`config.mk`:
```
export PLATFORM = sky130hd
export DESIGN_NAME = interboard_sender
export DESIGN_NICKNAME = d
export VERILOG_FILES = /design/src/rtl/interboard_sender_pkg.sv /design/src/rtl/interboard_sender_msg_fifo.sv /design/src/rtl/interboard_sender.sv
export SDC_FILE = /design/constraint.sdc
export NUM_CORES = 1
export LEC_CHECK = 0
export CAP_MARGIN = 20
export CELL_PAD_IN_SITES_DETAIL_PLACEMENT = 1
export CELL_PAD_IN_SITES_GLOBAL_PLACEMENT = 1
export CORE_AREA = 4 4 92 94
export DETAILED_ROUTE_END_ITERATION = 8
export DIE_AREA = 0 0 96 98
export PLACE_DENSITY = 0.78
export RECOVER_POWER = 50
export SYNTH_ARGS = -nofsm -noshare
export SYNTH_HDL_FRONTEND = slang
export SYNTH_SLANG_ARGS = --single-unit
```
`constraint.sdc`:
```
create_clock -name clk -period 3.1 [get_ports clk]
set_clock_uncertainty 0.15 [all_clocks]
set_input_delay 0.465 -clock clk [delete_from_list [all_inputs] [get_ports clk]]
set_output_delay 0.465 -clock clk [all_outputs]
set_load 0.03 [all_outputs]
```
`src/rtl/interboard_sender_pkg.sv`:
```
// Shared interboard definitions: message layout, beat format and sender FSM states.
package interboard_sender_pkg;

  localparam int MSG_W    = 9;
  localparam int BEAT_W   = 6;
  localparam int TYPE_W   = 3;
  localparam int NUMBER_W = 5;

  // Beat format bit positions.
  localparam int BEAT_SEL_BIT   = 5;  // 0 = header beat, 1 = number beat
  localparam int BEAT0_EN_BIT   = 4;
  localparam int BEAT0_TYPE_LSB = 0;
  localparam int BEAT1_NUM_LSB  = 0;

  // msg_type encodings carried in the header beat.
  typedef enum logic [TYPE_W-1:0] {
    MSG_TYPE_0 = 3'd0,
    MSG_TYPE_1 = 3'd1,
    MSG_TYPE_2 = 3'd2,
    MSG_TYPE_3 = 3'd3,
    MSG_TYPE_4 = 3'd4,
    MSG_TYPE_5 = 3'd5,
    MSG_TYPE_6 = 3'd6,
    MSG_TYPE_7 = 3'd7
  } msg_type_t;

  // One queued message; packing order gives {en, msg_type, number}.
  typedef struct packed {
    logic                en;
    logic [TYPE_W-1:0]   msg_type;
    logic [NUMBER_W-1:0] number;
  } msg_t;

  typedef enum logic [2:0] {
    ST_IDLE,
    ST_LOAD,
    ST_SETUP,
    ST_WAIT_ACK_H,
    ST_WAIT_ACK_L
  } sender_state_t;

  // Build the 6-bit beat for a message: header (idx 0) or number (idx 1).
  function automatic logic [BEAT_W-1:0] make_beat(msg_t m, logic beat_idx);
    logic [BEAT_W-1:0] b;
    b = '0;
    if (beat_idx) begin
      b[BEAT_SEL_BIT]                             = 1'b1;
      b[BEAT1_NUM_LSB +: NUMBER_W]                = m.number;
    end else begin
      b[BEAT0_EN_BIT]                             = m.en;
      b[BEAT0_TYPE_LSB +: TYPE_W]                 = m.msg_type;
    end
    return b;
  endfunction

endpackage

```
`src/rtl/interboard_sender_msg_fifo.sv`:
```
// Synchronous show-ahead FIFO holding messages waiting to be sent.
import interboard_sender_pkg::*;

module msg_fifo #(
  parameter int DEPTH = 4,
  parameter int WIDTH = MSG_W
) (
  input  logic                   clk,
  input  logic                   rst,
  input  logic                   push,
  input  logic [WIDTH-1:0]       push_data,
  input  logic                   pop,
  output logic [WIDTH-1:0]       pop_data,
  output logic                   full,
  output logic                   empty,
  output logic [$clog2(DEPTH):0] count
);

  localparam int PTR_W = $clog2(DEPTH);
  localparam int CNT_W = PTR_W + 1;

  logic [WIDTH-1:0] mem [DEPTH];
  logic [PTR_W-1:0] wr_ptr;
  logic [PTR_W-1:0] rd_ptr;
  logic             push_ok;
  logic             pop_ok;

  // Fullness is judged on the current count, before any same-cycle pop.
  assign full     = (count == CNT_W'(DEPTH));
  assign empty    = (count == '0);
  assign push_ok  = push && !full;
  assign pop_ok   = pop && !empty;
  assign pop_data = mem[rd_ptr];

  // Storage write port.
  // NOTE: the array has no reset; stale entries are unreachable once the pointers and count are cleared.
  always_ff @(posedge clk) begin
    if (push_ok) begin
      mem[wr_ptr] <= push_data;
    end
  end

  // Pointers and occupancy; push and pop together leave the count unchanged.
  // NOTE: non-blocking assignments so every flop samples pre-edge values regardless of statement order.
  always_ff @(posedge clk) begin
    if (rst) begin
      wr_ptr <= '0;
      rd_ptr <= '0;
      count  <= '0;
    end else begin
      if (push_ok) wr_ptr <= wr_ptr + 1'b1;
      if (pop_ok)  rd_ptr <= rd_ptr + 1'b1;
      case ({push_ok, pop_ok})
        2'b10:   count <= count + 1'b1;
        2'b01:   count <= count - 1'b1;
        default: ;
      endcase
    end
  end

endmodule

```
`src/rtl/interboard_sender.sv`:
```
// Sends queued 9-bit messages to the peer board as two 6-bit beats over a
// four-phase Request/Ack handshake, with per-phase timeout.
import interboard_sender_pkg::*;

module interboard_sender #(
  parameter int FIFO_DEPTH  = 4,
  parameter int ACK_TIMEOUT = 1_000_000
) (
  input  logic              clk,
  input  logic              rst,
  input  logic              interboard_rst,
  input  logic              transmit,
  input  logic              ctrl_en,
  input  logic [2:0]        ctrl_msg_type,
  input  logic [4:0]        ctrl_number,
  input  logic              Ack_in,
  output logic              Request_out,
  output logic [5:0]        inter_data_out,
  output logic              inter_ready,
  output logic              tx_done,
  output logic              tx_error,
  output logic              tx_overflow
);

  localparam int CNT_W = $clog2(FIFO_DEPTH) + 1;
  localparam int TMR_W = $clog2(ACK_TIMEOUT + 1);

  sender_state_t    state;
  sender_state_t    state_next;
  logic             clear;
  logic [1:0]       ack_sync;
  logic             ack_s;
  msg_t             push_msg;
  logic [MSG_W-1:0] fifo_pop_data;
  logic             fifo_full;
  logic             fifo_empty;
  logic [CNT_W-1:0] fifo_count;
  msg_t             msg_q;
  logic             beat_idx;
  logic [TMR_W-1:0] ack_timer;
  logic             timer_clr;
  logic             timer_expired;
  logic             done_next;
  logic             error_next;

  // Either reset source returns the whole block to its power-up state.
  assign clear    = rst | interboard_rst;
  assign ack_s    = ack_sync[1];
  assign push_msg = '{en: ctrl_en, msg_type: ctrl_msg_type, number: ctrl_number};

  assign inter_ready   = (fifo_count != CNT_W'(FIFO_DEPTH));
  assign timer_expired = (ack_timer == TMR_W'(ACK_TIMEOUT - 1));

  msg_fifo #(
    .DEPTH (FIFO_DEPTH),
    .WIDTH (MSG_W)
  ) u_msg_fifo (
    .clk       (clk),
    .rst       (clear),
    .push      (transmit),
    .push_data (push_msg),
    .pop       (state == ST_LOAD),
    .pop_data  (fifo_pop_data),
    .full      (fifo_full),
    .empty     (fifo_empty),
    .count     (fifo_count)
  );

  // Two-flop synchroniser for the asynchronous acknowledge.
  always_ff @(posedge clk) begin
    if (clear) ack_sync <= '0;
    else       ack_sync <= {ack_sync[0], Ack_in};
  end

  // FSM state register.
  always_ff @(posedge clk) begin
    if (clear) state <= ST_IDLE;
    else       state <= state_next;
  end

  // Next-state logic; ack_s is only looked at in the two wait states.
  // NOTE: every output gets a default first so no path leaves one unassigned and infers a latch.
  always_comb begin
    state_next = state;
    timer_clr  = 1'b0;
    done_next  = 1'b0;
    error_next = 1'b0;
    case (state)
      ST_IDLE:  if (!fifo_empty) state_next = ST_LOAD;
      ST_LOAD:  state_next = ST_SETUP;
      ST_SETUP: begin
        state_next = ST_WAIT_ACK_H;
        timer_clr  = 1'b1;
      end
      ST_WAIT_ACK_H: begin
        if (ack_s) begin
          state_next = ST_WAIT_ACK_L;
          timer_clr  = 1'b1;
        end else if (timer_expired) begin
          state_next = ST_IDLE;
          error_next = 1'b1;
        end
      end
      ST_WAIT_ACK_L: begin
        if (!ack_s) begin
          if (beat_idx) begin
            state_next = ST_IDLE;
            done_next  = 1'b1;
          end else begin
            state_next = ST_SETUP;
          end
        end else if (timer_expired) begin
          state_next = ST_IDLE;
          error_next = 1'b1;
        end
      end
      default: state_next = ST_IDLE;
    endcase
  end

  // Beat datapath: latch the popped message and load each beat as SETUP is entered.
  always_ff @(posedge clk) begin
    if (clear) begin
      msg_q          <= '0;
      beat_idx       <= 1'b0;
      inter_data_out <= '0;
    end else if (state == ST_LOAD) begin
      msg_q          <= msg_t'(fifo_pop_data);
      beat_idx       <= 1'b0;
      inter_data_out <= make_beat(msg_t'(fifo_pop_data), 1'b0);
    end else if (state == ST_WAIT_ACK_L && state_next == ST_SETUP) begin
      beat_idx       <= 1'b1;
      inter_data_out <= make_beat(msg_q, 1'b1);
    end
  end

  // Handshake timeout: counts cycles spent in the current wait state.
  always_ff @(posedge clk) begin
    if (clear || timer_clr) begin
      ack_timer <= '0;
    end else if (state == ST_WAIT_ACK_H || state == ST_WAIT_ACK_L) begin
      ack_timer <= ack_timer + 1'b1;
    end
  end

  // Registered request and one-cycle status pulses.
  always_ff @(posedge clk) begin
    if (clear) begin
      Request_out <= 1'b0;
      tx_done     <= 1'b0;
      tx_error    <= 1'b0;
      tx_overflow <= 1'b0;
    end else begin
      Request_out <= (state_next == ST_WAIT_ACK_H);
      tx_done     <= done_next;
      tx_error    <= error_next;
      tx_overflow <= transmit && fifo_full;
    end
  end

endmodule

```
==> flow_metrics.py <==
metrics = {
    "status": {
        "status": "completed",
    },
    "power": {
        "pwr-share-comb_pct": 3.7,
        "power_switching_uw": 475,
        "power_frac_seq_pct": 59.6,
        "power_density_mw_per_mm2": 498,
        "clkPwrFrac_pct": 36.7,
        "ir_drop_mv": 0.339,
        "swShare_pct": 23.8,
        "p_leak_nw": 1.30,
        "intPower_mw": 1.52,
    },
    "drt": {
        "num_vias": 2221,
        "drt_wl_total_mm": 6.93,
        "drt_iter0_markers": 72,
        "postRouteAntennaNets": 0,
        "drt_pass1_iterations": 4,
        "drcViolationCount": 0,
        "viasPerCell": 5.28,
        "wl_per_cell_um": 16.5,
    },
    "logic_synthesis": {
        "synth-edff-count": 36,
        "async_reset_ff_share_pct": 0,
        "yosys_warnings": 0,
        "synth_top_area_cell": "edfxtp_1",
        "yosysTopAreaCellShare_pct": 30.9,
        "ys_ff_latch": 85,
        "yosysMostFrequentCell": "dfxtp_1",
        "synth_top_cells_by_area": "edfxtp_1 31%, dfxtp_1 28%, mux4_2 5.8%",
        "netlist_area_mm2": 0.00350,
        "yosys_most_used_dff": "dfxtp_1",
        "syn-mean-instance-area_um2": 12.1,
        "synth_commonest_cells": "49 x dfxtp_1, 37 x nor2_1, 36 x edfxtp_1, 19 x xor2_1, 18 x nand2_1",
        "synth_cell_type_count": 45,
        "syn_nets": 311,
        "syn_inst": 290,
        "seq_area_frac_synth_pct": 58.9,
    },
    "critical_path": {
        "critical_path_required_ns": 3.21,
        "critPathSlowestCell": "dfxtp_1",
        "r2r_slack_ns": 0.59,
        "arrival_ns": 2.62,
        "cp_max_fo": 9,
        "path_cells": "nor3b_1 -> o31a_1 -> ha_1 -> inv_1 -> fa_1 -> xor2_1 -> or3_1 -> a21oi_1",
        "critPathTopFamily": "simple AND/OR/NAND/NOR gates",
        "critPathKind": "flop to flop",
        "cp_num_buf_inv": 1,
        "startpoint_type": "flop",
        "cp-end-kind": "flop",
        "critPathMaxStageDelay_ns": 0.47,
    },
    "floorplanning": {
        "core_mm2": 0.00765,
        "die_y_um": 98,
        "io_pins": 25,
        "initial_utilization_pct": 45.8,
        "placementRows": 32,
        "die_width_um": 96,
        "die_area_mm2": 0.00941,
    },
    "timing": {
        "fin_crit_sh_pct": 81.0,
        "layout_min_cycle_time_ns": 2.51,
        "hold_viol": 0,
        "slew_violations": 0,
        "grt_setup_unrepaired": "no",
        "finalSetupTns_ns": 0,
        "max_freq_mhz": 398,
        "setup_viol": 0,
        "max_slew_margin_pct": 8.94,
        "tightest_slew_ns": 1.37,
    },
    "cts": {
        "h-tree-depth": 3,
        "cts_hold_repair.buffers": 0,
        "postCtsSetupBuffers": 0,
        "cts_tree": "yes",
        "cts.sinks": 85,
        "cts_resized": 0,
        "clk_latency_ns": 0.35,
        "cts_made_buffers": 9,
        "cts_root_buf": "clkbuf_8",
        "clkTransAtPathRegs_ns": 0.09,
        "cts_buffer_depth": 2,
    },
    "grt": {
        "grt_max_degree": 25,
        "use_met3_pct": 4.24,
        "grt_overflow": 0,
        "grt_pass1_vias": 2421,
        "track_usage_pct": 16.2,
        "met1_usage_pct": 18.8,
        "antenna_found_initial": 0,
        "top_usage_layer": "met2",
        "grt_use_met2_pct": 28.7,
        "grt_first_pass_wirelength_mm": 11.8,
    },
    "place": {
        "placed_cell_area_mm2": 0.00383,
        "gp_congestion": 0.731,
        "numPortBuffers": 24,
        "hpwl_mm": 4.96,
    },
    "layout": {
        "drive_gt1_share_pct": 10.0,
        "final_util_pct": 52.4,
        "final_nets": 335,
        "fill_cells": 812,
        "ff_latch_area_mm2": 0.00206,
        "design_area_mm2": 0.00401,
        "diodes": 0,
        "syn_to_final_growth_pct": 14.5,
        "multi_input_area_mm2": 0.00136,
    },
    "flow_run": {
        "cap_violations": 0,
    },
    "min_path": {
        "hp-class": "flop to flop",
    },
}
[power by group through the flow]
stage,logic [mW],clock network [mW],registers (mW)
floorplan,0.0423,0,1.21
global placement,0.0764,0,1.21
detailed placement,0.0785,0,1.22
CTS,0.0787,0.755,1.19
global route,0.0829,0.808,1.19
finish,0.0743,0.733,1.19
[cells in the final DEF (no fill, tap or decap), types with 2 or more instances in the layout]
cell / n
dfxtp_1: 49
nor2_1: 37
edfxtp_1: 36
xor2_1: 19
nand2_1: 18
clkdlybuf4s50_1: 14
nand3_1: 10
dlygate4sd3_1: 10
mux4_2: 9
clkbuf_8: 9
and3_1: 8
nand4_1: 8
a21oi_1: 8
mux2i_1: 6
ha_1: 6
inv_1: 5
xnor2_1: 5
nor3_1: 5
nor3b_1: 4
and2_1: 4
nor4b_1: 4
a22oi_1: 4
o2bb2ai_1: 4
inv_6: 4
and4_1: 3
o21ai_0: 3
o21bai_1: 2
clkinvlp_4: 2
[metrics by stage]
| step | hold WS (ns) | setup WS (ns) | power [mW] | instances |
|---|---|---|---|---|
| floorplan | 0.256 | 0.682 | 1.25 | 290 |
| detailed placement | 0.274 | 0.479 | 1.29 | 405 |
| finish | 0.289 | 0.590 | 2.00 | 421 |
| global route | 0.315 | 0.399 | 2.08 | 421 |
| CTS | 0.294 | 0.576 | 2.02 | 421 |
| global placement | 0.261 | 0.573 | 1.29 | 405 |
[worst paths after layout]
check,startpoint,end,cells after the start
max,state[0],u_msg_fifo.count[2],8
min,ack_sync[0],ack_sync[1],1
max reg2reg,state[0],u_msg_fifo.count[2],8
min reg2reg,ack_sync[0],ack_sync[1],1
[logic make-up (layout without fill, tap and decap cells)]
family                   after synthesis  in the layout  share of synthesized area, %
adder cells (fa/ha/maj)                7              7                          2.72
flip-flops                            85             85                          58.9
XOR/XNOR                              24             24                          6.01
buffers and inverters                 18             47                          2.25
AND/OR/NAND/NOR                      112            112                          16.5
AO/OA/AOI/OAI                         29             29                          6.08
multiplexers                          15             15                          7.51
[cell type report]
cell class | instances | share of cell area [%]
clock buffer | 9 | 3.09
timing repair buffer | 26 | 6.28
sequential | 85 | 51.5
multi-input combinational | 187 | 34.0
inverter | 5 | 0.468
tap | 102 | 3.18
clock inverter | 7 | 1.53
[layer usage]
| metal | part of all wire [%] | wire (um) |
|---|---|---|
| met1 | 43 | 2980 |
| met2 | 53 | 3660 |
| met3 | 3.3 | 232 |
| met4 | 0.88 | 61 |
| met5 | 0 | 0 |
[sequential cells by signal, indices dropped and copies added (netlist names), named ones only]
register           flops
u_msg_fifo.mem        36
ack_timer             20
tx_done                1
state                  3
msg_q                  5
u_msg_fifo.rd_ptr      2
tx_overflow            1
u_msg_fifo.wr_ptr      2
u_msg_fifo.count       3
Request_out            1
ack_sync               2
inter_data_out         6
tx_error               1
(Power assumes the default switching activity.)
